File: src/rtl/execute_cc_stage_if.sv
// rtl/execute_cc_stage_if.sv - E-stage inputs and CC/M-register outputs of the execute CC stage
// Master drives the E-side operands and pipeline controls; slave returns CC, Cnd and the M register.
interface execute_cc_stage_if #(
  parameter int N = 64
);
  logic         e_valid;
  logic [3:0]   e_icode;
  logic [3:0]   e_ifun;
  logic [N-1:0] alu_x;
  logic [N-1:0] alu_y;
  logic [2:0]   alu_ctrl;
  logic [N-1:0] alu_result;
  logic [3:0]   e_dstE;
  logic         exc_in;
  logic         m_stall;
  logic         m_bubble;
  logic         cc_zf;
  logic         cc_sf;
  logic         cc_of;
  logic         e_cnd;
  logic         m_valid;
  logic [3:0]   m_icode;
  logic         m_cnd;
  logic [N-1:0] m_valE;
  logic [3:0]   m_dstE;

  modport master (
    output e_valid, e_icode, e_ifun, alu_x, alu_y, alu_ctrl, alu_result, e_dstE,
           exc_in, m_stall, m_bubble,
    input  cc_zf, cc_sf, cc_of, e_cnd, m_valid, m_icode, m_cnd, m_valE, m_dstE
  );

  modport slave (
    input  e_valid, e_icode, e_ifun, alu_x, alu_y, alu_ctrl, alu_result, e_dstE,
           exc_in, m_stall, m_bubble,
    output cc_zf, cc_sf, cc_of, e_cnd, m_valid, m_icode, m_cnd, m_valE, m_dstE
  );
endinterface

File: src/rtl/execute_cc_stage.sv
// rtl/execute_cc_stage.sv - Y86-64 execute back end: flags, CC register, Cnd and E->M register
// Optional feature macro CC_CMOV_EN: squash the destination of a cmovXX whose condition fails.
module execute_cc_stage #(
  parameter int         N     = 64,
  parameter logic [3:0] RNONE = 4'hF
) (
  input logic                 clk,
  input logic                 rst_n,
  execute_cc_stage_if.slave   bus
);
  localparam logic [3:0] ICODE_NOP  = 4'h1;
  localparam logic [3:0] ICODE_CMOV = 4'h2;
  localparam logic [3:0] ICODE_OPQ  = 4'h6;

  logic zf_new;
  logic sf_new;
  logic of_new;
  logic set_cc;
  logic cnd;
  logic [3:0] dst_next;
  logic x_s;
  logic y_s;
  logic r_s;
  logic unused_operand_bits;

  assign x_s = bus.alu_x[N-1];
  assign y_s = bus.alu_y[N-1];
  assign r_s = bus.alu_result[N-1];
  // Only the sign bits of the operands matter for overflow detection.
  assign unused_operand_bits = ^{bus.alu_x[N-2:0], bus.alu_y[N-2:0]};

  always_comb begin
    zf_new = (bus.alu_result == '0);
    sf_new = r_s;
    of_new = 1'b0;
    case (bus.alu_ctrl)
      3'd0:    of_new = (x_s == y_s) && (r_s != x_s);
      3'd1:    of_new = (x_s != y_s) && (r_s != x_s);
      default: of_new = 1'b0;
    endcase
  end

  assign set_cc = bus.e_valid && (bus.e_icode == ICODE_OPQ) && !bus.exc_in && !bus.m_stall;

  always_comb begin
    cnd = 1'b0;
    case (bus.e_ifun)
      4'd0:    cnd = 1'b1;
      4'd1:    cnd = (bus.cc_sf ^ bus.cc_of) | bus.cc_zf;
      4'd2:    cnd = bus.cc_sf ^ bus.cc_of;
      4'd3:    cnd = bus.cc_zf;
      4'd4:    cnd = ~bus.cc_zf;
      4'd5:    cnd = ~(bus.cc_sf ^ bus.cc_of);
      4'd6:    cnd = ~(bus.cc_sf ^ bus.cc_of) & ~bus.cc_zf;
      default: cnd = 1'b0;
    endcase
  end

  assign bus.e_cnd = cnd;

`ifdef CC_CMOV_EN
  assign dst_next = ((bus.e_icode == ICODE_CMOV) && !cnd) ? RNONE : bus.e_dstE;
`else
  assign dst_next = bus.e_dstE;
`endif

  always_ff @(posedge clk) begin
    if (!rst_n) begin
      bus.cc_zf   <= 1'b1;
      bus.cc_sf   <= 1'b0;
      bus.cc_of   <= 1'b0;
      bus.m_valid <= 1'b0;
      bus.m_icode <= ICODE_NOP;
      bus.m_cnd   <= 1'b0;
      bus.m_valE  <= '0;
      bus.m_dstE  <= RNONE;
    end else begin
      if (set_cc) begin
        bus.cc_zf <= zf_new;
        bus.cc_sf <= sf_new;
        bus.cc_of <= of_new;
      end
      // Stall dominates bubble; an empty E slot is treated exactly like a bubble.
      if (bus.m_stall) begin
        bus.m_valid <= bus.m_valid;
      end else if (bus.m_bubble || !bus.e_valid) begin
        bus.m_valid <= 1'b0;
        bus.m_icode <= ICODE_NOP;
        bus.m_cnd   <= 1'b0;
        bus.m_valE  <= '0;
        bus.m_dstE  <= RNONE;
      end else begin
        bus.m_valid <= 1'b1;
        bus.m_icode <= bus.e_icode;
        bus.m_cnd   <= cnd;
        bus.m_valE  <= bus.alu_result;
        bus.m_dstE  <= dst_next;
      end
    end
  end
endmodule

File: src/flat_wrapper.sv
// flat-port wrapper written by rule: the top's interface ports become plain ports
module execute_cc_stage_flat 
#(
  parameter int         N     = 64,
  parameter logic [3:0] RNONE = 4'hF
)
  (clk, rst_n, bus_e_valid, bus_e_icode, bus_e_ifun, bus_alu_x, bus_alu_y, bus_alu_ctrl, bus_alu_result, bus_e_dstE, bus_exc_in, bus_m_stall, bus_m_bubble, bus_cc_zf, bus_cc_sf, bus_cc_of, bus_e_cnd, bus_m_valid, bus_m_icode, bus_m_cnd, bus_m_valE, bus_m_dstE);
  execute_cc_stage_if #(.N(N)) bus_i ();
  input logic clk;
  input logic rst_n;
  input wire logic [$bits(bus_i.e_valid)-1:0] bus_e_valid;
  input wire logic [$bits(bus_i.e_icode)-1:0] bus_e_icode;
  input wire logic [$bits(bus_i.e_ifun)-1:0] bus_e_ifun;
  input wire logic [$bits(bus_i.alu_x)-1:0] bus_alu_x;
  input wire logic [$bits(bus_i.alu_y)-1:0] bus_alu_y;
  input wire logic [$bits(bus_i.alu_ctrl)-1:0] bus_alu_ctrl;
  input wire logic [$bits(bus_i.alu_result)-1:0] bus_alu_result;
  input wire logic [$bits(bus_i.e_dstE)-1:0] bus_e_dstE;
  input wire logic [$bits(bus_i.exc_in)-1:0] bus_exc_in;
  input wire logic [$bits(bus_i.m_stall)-1:0] bus_m_stall;
  input wire logic [$bits(bus_i.m_bubble)-1:0] bus_m_bubble;
  output wire logic [$bits(bus_i.cc_zf)-1:0] bus_cc_zf;
  output wire logic [$bits(bus_i.cc_sf)-1:0] bus_cc_sf;
  output wire logic [$bits(bus_i.cc_of)-1:0] bus_cc_of;
  output wire logic [$bits(bus_i.e_cnd)-1:0] bus_e_cnd;
  output wire logic [$bits(bus_i.m_valid)-1:0] bus_m_valid;
  output wire logic [$bits(bus_i.m_icode)-1:0] bus_m_icode;
  output wire logic [$bits(bus_i.m_cnd)-1:0] bus_m_cnd;
  output wire logic [$bits(bus_i.m_valE)-1:0] bus_m_valE;
  output wire logic [$bits(bus_i.m_dstE)-1:0] bus_m_dstE;
  assign bus_i.e_valid = bus_e_valid;
  assign bus_i.e_icode = bus_e_icode;
  assign bus_i.e_ifun = bus_e_ifun;
  assign bus_i.alu_x = bus_alu_x;
  assign bus_i.alu_y = bus_alu_y;
  assign bus_i.alu_ctrl = bus_alu_ctrl;
  assign bus_i.alu_result = bus_alu_result;
  assign bus_i.e_dstE = bus_e_dstE;
  assign bus_i.exc_in = bus_exc_in;
  assign bus_i.m_stall = bus_m_stall;
  assign bus_i.m_bubble = bus_m_bubble;
  assign bus_cc_zf = bus_i.cc_zf;
  assign bus_cc_sf = bus_i.cc_sf;
  assign bus_cc_of = bus_i.cc_of;
  assign bus_e_cnd = bus_i.e_cnd;
  assign bus_m_valid = bus_i.m_valid;
  assign bus_m_icode = bus_i.m_icode;
  assign bus_m_cnd = bus_i.m_cnd;
  assign bus_m_valE = bus_i.m_valE;
  assign bus_m_dstE = bus_i.m_dstE;
  execute_cc_stage #(.N(N), .RNONE(RNONE)) u_core (.clk(clk), .rst_n(rst_n), .bus(bus_i));
endmodule
File: config.mk
export PLATFORM = sky130hd
export DESIGN_NAME = execute_cc_stage_flat
export DESIGN_NICKNAME = d
export VERILOG_FILES = /design/src/rtl/execute_cc_stage_if.sv /design/src/rtl/execute_cc_stage.sv /design/src/flat_wrapper.sv
export SDC_FILE = /design/constraint.sdc
export NUM_CORES = 1
export LEC_CHECK = 0
export ABC_AREA = 1
export CAP_MARGIN = 25
export CORE_AREA = 2 2 112 114
export CTS_CLUSTER_DIAMETER = 60
export DETAILED_ROUTE_END_ITERATION = 8
export DIE_AREA = 0 0 114 116
export MAX_ROUTING_LAYER = met4
export PLACE_DENSITY = 0.73
export SLEW_MARGIN = 20
export SYNTH_ARGS = -nofsm -noshare
export SYNTH_HDL_FRONTEND = slang
export SYNTH_SLANG_ARGS = --single-unit
File: constraint.sdc
create_clock -name clk -period 1.2 [get_ports clk]
set_clock_uncertainty 0.2 [all_clocks]
set_input_delay 0.12 -clock clk [delete_from_list [all_inputs] [get_ports clk]]
set_output_delay 0.12 -clock clk [all_outputs]
set_load 0.1 [all_outputs]
Yosys cells after proc, flatten, opt, wreduce, memory -nomap -nowiden
Cells that the tools add are included.

storage, ports and cells
  register bits = 77
  input port bits = 213
  output and inout port bits = 78
  word-level logic and storage cells = 43

operators by class
  mux-type cells = 7
  reductions and logical operators = 12
  bitwise logic cells = 5
  equal/unequal tests = 11

operators with widths
  kind                number
  $logic_not 64->1    1
  $mux 64             1
  $eq 4x3->1 const B  4
  $eq 4x2->1 const B  2
  $mux 4              2
  $pmux 1 s7          1
  $logic_and 1x1->1   5
  $eq 4x1->1 const B  1
  $logic_not 4->1     1
  $eq 3x1->1 const B  1
  $logic_not 1->1     3
  $logic_not 3->1     1
  $mux 1              2
  $ne 1x1->1          2
  $not 1->1           2
  $pmux 1 s2          1
  $and 1x1->1         1
  $eq 1x1->1          1
  $logic_or 1x1->1    1
  $or 1x1->1          1
  $xor 1x1->1         1

Logic depth before layout (Yosys ltp)
  depth after elaboration = 5
  mapped depth = 8

Worst setup path before layout
No wires, ideal clock.

  path kind = register to output
  start point = register u_core.bus.cc_zf
  end point = output bus_e_cnd
  data required time = 0.880 ns
  stages on the path, launching flop included = 6
  path buffers = 0
  path slack = -1.198 ns
  arrival time = 2.078 ns
  cell sequence = dfxtp_1 -> nand2_1 -> nand3_1 -> nor2_1 -> nor2_1 -> and2_1

on the way
  cells in the longest elaborated chain, start to end = 3
  elaborated cells on any way between the ends = 4
  those cells by class = mux: 1; bitwise: 3

ends and longest elaborated chain
  what                    line                                            RTL
  start, declared         execute_cc_stage_if.sv:36                       output cc_zf, cc_sf, cc_of, e_cnd, m_valid, m_icode, m_cnd, m_valE, m_dstE
  start signal, assigned  execute_cc_stage.sv:79                          bus.cc_zf <= zf_new;
  $not 1->1               execute_cc_stage.sv:52, execute_cc_stage.sv:54
  $and 1x1->1             execute_cc_stage.sv:54                          4'd6: cnd = ~(bus.cc_sf ^ bus.cc_of) & ~bus.cc_zf;
  $pmux 1 s7 *            execute_cc_stage.sv:47                          case (bus.e_ifun)
  end, declared           flat_wrapper.sv:25                              output wire logic [$bits(bus_i.e_cnd)-1:0] bus_e_cnd;

Mark *: on every way between the ends. The rest lies on a longest branch, timed or not.

Final worst setup path
  start point = register u_core.bus.cc_sf
  end point = output bus_e_cnd

on the way
  cells in the longest elaborated chain, start to end = 4
  elaborated cells on any way between the ends = 5
  those cells by class = mux: 1; bitwise: 4

ends and longest elaborated chain
  what                    line                                            RTL
  start, declared         execute_cc_stage_if.sv:36
  start signal, assigned  execute_cc_stage.sv:80                          bus.cc_sf <= sf_new;
  $xor 1x1->1 *           -
  $not 1->1               execute_cc_stage.sv:53, execute_cc_stage.sv:54
  $and 1x1->1             execute_cc_stage.sv:54
  $pmux 1 s7 *            execute_cc_stage.sv:47

Marks and branches as above.

==> results_dict.tcl <==
set metrics [dict create \
    clock_latency_ns 0.34 \
    final_area_um2 7090 \
    final_nets 885 \
    grt_pass1_wl_um 18100 \
    ant_nets 0 \
    area.sequential_um2 1650 \
    fmax_ghz 0.582 \
    rows 40 \
    routedWlPerCell_um 16.0 \
    power_density_nw_per_um2 1040 \
    tightest_slew_ns 0.257 \
    drive_gt1_share_pct 44.5 \
    grt_setup_unrepaired "true" \
    final.fill_count 958 \
    cpPeakStageDelay_ns 0.36 \
    core_um2 11900 \
    antenna_cells 0 \
    io_buffer_count 164 \
    clockRootBuffer "clkbuf_16" \
    synth_cells 426 \
    fin_crit_ns 1.72 \
    ys_seq_area_share_pct 49.6 \
    cp.arrival_ns 1.40 \
    rrSetupSlack_ns -0.10 \
    slew_headroom_pct 82.8 \
    io_pins 291 \
    cts_max_path_buffers 2 \
    avgSynthCellArea_um2 7.30 \
    yosys_warnings 0 \
    area_growth_pct 128 \
    finalSetupViolCount 14 \
    hpwl_um 8910 \
    layout_setup_ws_ns -0.518 \
    final_hold_viol_count 4 \
    first_global_vias 3637 \
    hold_path_class "in -> reg" \
    drt_iter0_drc 174 \
    crit_type "reg -> out" \
    dp_slack_ns -0.570 \
    h-tree-depth 3 \
    grt_start_max_net_pins 42 \
    place_congestion 0.847 \
    ys_ff_latch 77 \
    numCtsBuffers 9 \
    cp-end-kind "output pin" \
    cts_tree "yes" \
    status "complete, but fails checks" \
    place_area_um2 6060 \
    via_per_inst 4.59 \
    grt.overflow.total 0 \
    firstDrtPassIters 4 \
    synth_cell_types 25 \
    synth_fp_nets 639 \
    initial_core_util_pct 26.1 \
    drc 0 \
    hold_slack_ns -0.0127 \
    critPathMostFrequentCell "nor2_1" \
    multi_input_area_um2 1500 \
    cp-start-kind "flip-flop" \
    p_total_uw 7380 \
    crit_fanout 4 \
    dieArea_um2 13200 \
    slew_viol_final 0 \
    vias 3781 \
    drt_wl_total_um 13200 \
    path_cells "inv_4, nand2_2, nand2_1, nor2_1, nor2_1, and2_4, buf_12" \
    final_util_pct 59.5 \
    die_height_um 116 \
    antenna_found_initial 0 \
    grt_use_total_pct 18.4 \
    cp_slowest_cell "dfxtp_4" \
    maxCapViolCount 0 \
    cts_num_sinks 77 \
    synth_area_um2 3110 \
    failed_checks "negative hold slack, negative setup slack" \
    clkSlewWorstSetupHoldPaths_ns 0.06 \
    worstPathRequired_ns 0.88 \
    fp.dieW_um 114 \
    max-vdd-ir-drop_mv 0.877 \
    fin_crit_sh_pct 143 \
    leakage_uw 0.00294 \
]
cell usage after synthesis, drive strengths merged:
| cell type | n | share of area [%] |
|---|---|---|
| nand2 | 178 | 23 |
| dfxtp | 77 | 50 |
| a21oi | 72 | 13 |
| nor2 | 47 | 6.2 |
| clkbuf | 13 | 1.6 |
| buf | 10 | 2.4 |
| inv | 9 | 1.1 |
| nand3 | 6 | 0.97 |
| o22ai | 5 | 1.0 |
| and2 | 2 | 0.40 |
| nand4 | 2 | 0.40 |
| clkinv | 1 | 0.28 |
| nand3b | 1 | 0.24 |
| nor3 | 1 | 0.16 |
| o21ai | 1 | 0.16 |
| o21bai | 1 | 0.24 |
cell usage in the layout (no fill, tap or decap), types with 7 or more instances in the layout:
cell               n
nor2_1            34
buf_4             62
clkdlybuf4s50_1   56
dfxtp_2           73
nand2_2           18
dlygate4sd2_1      7
dlymetal6s2s_1    22
clkbuf_16         12
a21oi_1           60
nor2_2            11
dlygate4sd3_1     18
a21oi_2           11
nand2_1          159
buf_12            85
what timing repair did:
action	4_1_cts	5_1_grt
pin swaps	20	41
resized for setup	24	40
hold endpoints to repair	3	15
setup buffers	12	26
cloned	0	3
setup endpoints to repair	85	95
hold buffers	3	15
critical path, delay by kind of cell, from the launching register on:
family / cells / cell delay, ns
AND/OR/NAND/NOR: 5 / 0.46
flip-flops: 1 / 0.36
buffers and inverters: 2 / 0.23
stage by stage:
stage	TNS (ns)	cells
detailed placement	-26.71	753
finish	-1.56	824
global placement	-23.13	753
global route	-2.95	824
CTS	-1.88	783
floorplan	-0.377	426
state kept, by name, summed over array words and instances, names as in the netlist:
name and flops:
u_core.bus.m_icode 4, u_core.bus.cc_of 1, u_core.bus.m_valid 1, u_core.bus.m_dstE 4, u_core.bus.m_valE 64, u_core.bus.m_cnd 1
u_core.bus.cc_sf 1, u_core.bus.cc_zf 1
routing by layer:
| metal | global-route usage [%] | vias up | part of all wire, % |
|---|---|---|---|
| met1 | 21.4 | 1729 | 41 |
| met2 | 28.8 | 166 | 49 |
| li1 | - | 1863 | - |
| met4 | 7.56 | 0 | 1.9 |
| met5 | - | - | 0 |
| met3 | 6.96 | 23 | 8.6 |
kinds of logic after synthesis:
kind of cell,count (synthesis),share of synthesized area (%)
DFF,77,49.6
and+or+nand+nor,237,30.9
AOI/OAI and AO/OA,79,14.2
buffers and inverters,33,5.31
path summary, 6_finish.rpt:
check | startpoint | endpoint | cells past startpoint
setup / recovery | u_core.bus.cc_sf | bus_e_cnd | 7
hold / removal | bus_alu_result[40] | u_core.bus.m_valE[40] | 4
hold reg to reg | u_core.bus.m_valE[30] | u_core.bus.m_valE[30] | 2
setup reg to reg | u_core.bus.cc_sf | u_core.bus.m_cnd | 8
power breakdown:
group          internal (µW)  switching, µW
Sequential              2620           64.9
Combinational            728            859
Clock                   2000           1100
cell type report:
class	instances	share of cell area, %
timing repair buffer	258	47.5
tap	147	2.59
clock buffer	12	3.76
clock inverter	4	1.09
inverter	10	0.635
sequential	77	23.2
multi-input combinational	316	21.2
Power figures use the tool's default switching activity.
==> variant 1, RTL diff (config.mk and constraints unchanged) <==
`RNONE` is set to 4'hF in 2 places; all go to 4'hE.
--- a/src/rtl/execute_cc_stage.sv
+++ b/src/rtl/execute_cc_stage.sv
@@ -2,7 +2,7 @@
 // Optional feature macro CC_CMOV_EN: squash the destination of a cmovXX whose condition fails.
 module execute_cc_stage #(
   parameter int         N     = 64,
-  parameter logic [3:0] RNONE = 4'hF
+  parameter logic [3:0] RNONE = 4'hE
 ) (
   input logic                 clk,
   input logic                 rst_n,
--- a/src/flat_wrapper.sv
+++ b/src/flat_wrapper.sv
@@ -2,7 +2,7 @@
 module execute_cc_stage_flat 
 #(
   parameter int         N     = 64,
-  parameter logic [3:0] RNONE = 4'hF
+  parameter logic [3:0] RNONE = 4'hE
 )
   (clk, rst_n, bus_e_valid, bus_e_icode, bus_e_ifun, bus_alu_x, bus_alu_y, bus_alu_ctrl, bus_alu_result, bus_e_dstE, bus_exc_in, bus_m_stall, bus_m_bubble, bus_cc_zf, bus_cc_sf, bus_cc_of, bus_e_cnd, bus_m_valid, bus_m_icode, bus_m_cnd, bus_m_valE, bus_m_dstE);
   execute_cc_stage_if #(.N(N)) bus_i ();
Behaviour: not the same (Yosys sat finds a counterexample within 4 cycles, from zero or initial values and one cycle with rst_n low).
==> variant 1 against the unedited design <==
The run still ends with hold timing, setup timing left; sequential cell count stayed put; worst setup slack better by 0.043 ns; area after synthesis is 0.72% lower; power is 3.0% lower; sequential share of layout area is 1.1 points higher; routed wire length is 9.1% lower; design area is 4.0% lower; sequential power hardly changed.
==> variant 1: results (changes against the unedited design) <==
The sequential fraction of design power came out at 0.375 (+0.011). The post-synthesis compound-gate area fraction is 0.1317 (-0.01031). The area growth from synthesis to layout is 120.7%. The fraction of area in registers is 0.2434 (+0.01107). The number of distinct library cells after synthesis is 24 (-4.0%), and the number of multi-input combinational cells in the layout is 317 (+0.32%). Fraction of power spent switching nets: 0.2663 (-0.008068).

The flow ran to the end, but the final reports show violations. The logs give 1 (-3) for the total count of hold-check failures in the final report and 865 (-2.3%) for the number of nets in the layout. The run gives -1.051 ns (+0.5095 ns) as the total negative slack for setup checks. The wire length per cell after detailed routing was 14.90 um (-6.7%). The run gives 1420 um2 (-5.5%) as the area occupied by multi-input gates.

The checks that failed: hold timing, setup timing. The proportion of cell area spent on the clock network is 0.04776 (-0.0007505), and the final RePlAce weighted congestion is 0.9121 (+7.7%). The non-clock buffer count in the final layout came out at 237 (-8.1%).

After synthesis, the most frequently instantiated cells are 177 x sky130_fd_sc_hd__nand2_1, 77 x sky130_fd_sc_hd__dfxtp_1, 72 x sky130_fd_sc_hd__a21oi_1. The run gives 0.1806 (-0.003758) as the total global-route track usage. Sequential cell count: 77 (unchanged).

The instance count after placement with tap cells included is 757 (+0.53%). The run gives 0.0005360 V (-39%) as the worst voltage drop across the vdd grid. The run gives -0.06 ns (+0.04 ns) as the worst setup slack for register-to-register paths.

The post-synthesis sequential area ratio was 0.4994 (+0.003617). The leakage power figure was 2.805 nW (-4.7%); the layout filler cell count was 1005 (+4.9%). The highest fanout seen on the critical path was 5 (+1); the number of non-clock inverters was 10 (unchanged). The placed cell area was 6026 um2 (-0.60%).

After synthesis, the cell types taking the most area are sky130_fd_sc_hd__dfxtp_1 50%, sky130_fd_sc_hd__nand2_1 22%, sky130_fd_sc_hd__a21oi_1 12%, sky130_fd_sc_hd__nor2_1 5.5%, sky130_fd_sc_hd__buf_6 2.6%. The worst hold path endpoint is u_core.bus.cc_sf. The setup slack at placement is -0.4785 ns (+0.09151 ns), and the fraction of final layout cells sized beyond drive strength 1 is 0.3963 (-0.04827). Non-clock buffer area fraction after layout: 0.4668 (-0.008287). The tools report the post-route worst setup slack as -0.4744 ns (+0.04318 ns). The count of final setup violators is 5 (-9).

The logs give 8.600 mm (-3.5%) for the half-perimeter wire length of the detailed placement result and 3638 (+0.027%) for the via count of the first global-routing pass. The most critical setup path has its startpoint at u_core.bus.cc_zf. The worst reg2reg path depth is 7 (-1), and the final routed wirelength across all metal layers is 11.96 mm (-9.1%). The run gives -0.001880 ns (+0.01085 ns) as the tightest hold margin.

The run gives 17.80 mm (-1.8%) as the global-route wire length before repair. The total vias in the final route came out at 3717 (-1.7%).
[variant 1: cell types whose count changed after synthesis, sizes merged]
cell	before	now
o22ai	5	4
clkbuf	13	14
inv	9	10
clkinv	1	0
nand2	178	179
buf	10	8
a21oi	72	73
[variant 1: repair_timing]
item	4_1_cts	5_1_grt
pin swaps	8	30
setup buffers	6	8
hold endpoints to repair	0	17
setup endpoints to repair	55	77
resized for setup	11	45
gates cloned	2	0
hold buffers	0	17
[variant 1: metal layers]
metal  track usage  up-vias  routed length [um]
li1              -     1816                   -
met5             -        -                   0
met3       0.07374       21                1213
met1        0.2061     1707                4823
met2        0.2873      173                5688
met4       0.06341        0                 236
[variant 1: cells by family (layout without fill, tap and decap cells)]
| group | after synthesis | after routing |
|---|---|---|
| flip-flops | 77 | 77 |
| AND/OR/NAND/NOR | 238 | 238 |
| buffers and inverters | 32 | 262 |
| AO/OA/AOI/OAI | 79 | 79 |
==> variant 2, RTL diff (same settings) <==
Made on the original files. Reset style: asynchronous (`rst_n`), changed in one clocked block.
--- a/src/rtl/execute_cc_stage.sv
+++ b/src/rtl/execute_cc_stage.sv
@@ -64,7 +64,7 @@
   assign dst_next = bus.e_dstE;
 `endif
 
-  always_ff @(posedge clk) begin
+  always_ff @(posedge clk or negedge rst_n) begin
     if (!rst_n) begin
       bus.cc_zf   <= 1'b1;
       bus.cc_sf   <= 1'b0;
Behaviour: differs if rst_n is asserted again (counterexample within 4 cycles, from zero or initial values and one cycle with rst_n low); with rst_n held inactive, the same outputs for 10 cycles.
==> variant 2 against the unedited design <==
The flow finishes with violations (setup timing); area after synthesis grew 1.2%; worst setup slack lost 0.20 ns; power grew 13%; sequential cell count is the same; design area shrank 4.9%; critical path depth shrank 2; routed wire length shrank 15%; count of clock-buffer cells in the layout shrank 3.
==> variant 2: results (changes against the unedited design) <==
The flow ran to the end, but the final reports show violations. The checks that failed: setup timing. Non-clock buffer area fraction after layout: 0.4498 (-0.02520). Slew at the pin closest to its max-slew limit: 0.4280 ns (+0.1706 ns).

The fraction of registers with async set/reset was 1.000 (+1.000); the arrival time at the worst endpoint was 1.60 ns (+0.20 ns). The fraction of met3 tracks used by global routing was 0.06276 (-0.006799). Fraction of area in registers: 0.3032 (+0.07085). The logs give 80 (+66) for the count of final setup violators and 957 um (-16%) for the routed length on met3.

The total vias in the final route is 3131 (-17%). For the half-perimeter wire length of the detailed placement result, the log shows 8.259 mm (-7.3%). The post-synthesis compound-gate area fraction is 0.1901 (+0.04801). For the post-synthesis sequential area ratio, the log shows 0.6147 (+0.1189).

The logs give -0.7202 ns (-0.2026 ns) for the post-route worst setup slack and 4.868 mm (-8.7%) for the met1 wire length. The number of nets in the layout was 737 (-17%); the delay of the slowest cell on the worst path was 0.63 ns (+0.27 ns). The ratio of total power to cell area is 1232 nW/um2 (+18%), and the worst setup slack for register-to-register paths is -0.28 ns (-0.18 ns).

The logs give 506 (-21%) for the synthesized netlist net count and 5.115 mm (-21%) for the wire length on met2. In this run the critical register-to-register path is launched from u_core.bus.cc_zf. The parity-gate share of the synthesized area counting xor and xnor cells is 0.002783 (+0.002783), and the final-layout clock buffer total is 9 (-3). Among all flip-flop cells after synthesis, the most frequent one is sky130_fd_sc_hd__dfrtp_1.

Ranked by total cell area, the synthesized netlist is headed by sky130_fd_sc_hd__dfrtp_1 56%, sky130_fd_sc_hd__a22o_1 15%, sky130_fd_sc_hd__nand2_1 6.3%, sky130_fd_sc_hd__dfstp_2 5.0%, sky130_fd_sc_hd__nor2_1 5.0%. The number of multi-input combinational cells in the layout is 185 (-41%). The proportion of cell area occupied by multi-input gates was 0.1656 (-0.04627); the final routed wirelength across all metal layers was 11.13 mm (-15%). The gate family responsible for the most delay along the worst path was flip-flops. The logs give 17.18 mm (-5.3%) for the global-route wire length before repair and 0.0005932 V (-32%) for the worst voltage drop across the vdd grid.
variant 2: logic make-up (layout without fill, tap and decap cells):
group | count (synthesis) | count (layout)
xor+xnor | 1 | 1
buf+inv | 31 | 267
compound gates | 74 | 74
simple gates | 110 | 110
flops | 77 | 77
variant 2: metrics by stage:
stage | setup TNS, ns | total power, mW | cells | hold WS, ns
floorplan | -0.8366 | 4.261 | 293 | -0.3756
global placement | -24.86 | 5.535 | 637 | -0.02466
detailed placement | -28.91 | 5.564 | 637 | -0.01719
CTS | -7.334 | 8.351 | 667 | 0.01333
global route | -8.476 | 8.619 | 676 | 0.02812
finish | -6.429 | 8.311 | 676 | 0.02395
variant 2: repair_timing:
item / CTS / global route
endpoints found under the hold margin: 77 / 0
hold buffers: 1 / 0
gates cloned: 0 / 2
buffers inserted: 14 / 8
setup endpoints to repair: 146 / 112
resized for setup: 14 / 11
pin swaps: 6 / 4
variant 2: power breakdown:
group,switching [mW],internal (mW)
clock,1.11,1.62
sequential,0.163,2.78
combinational,1.54,1.11
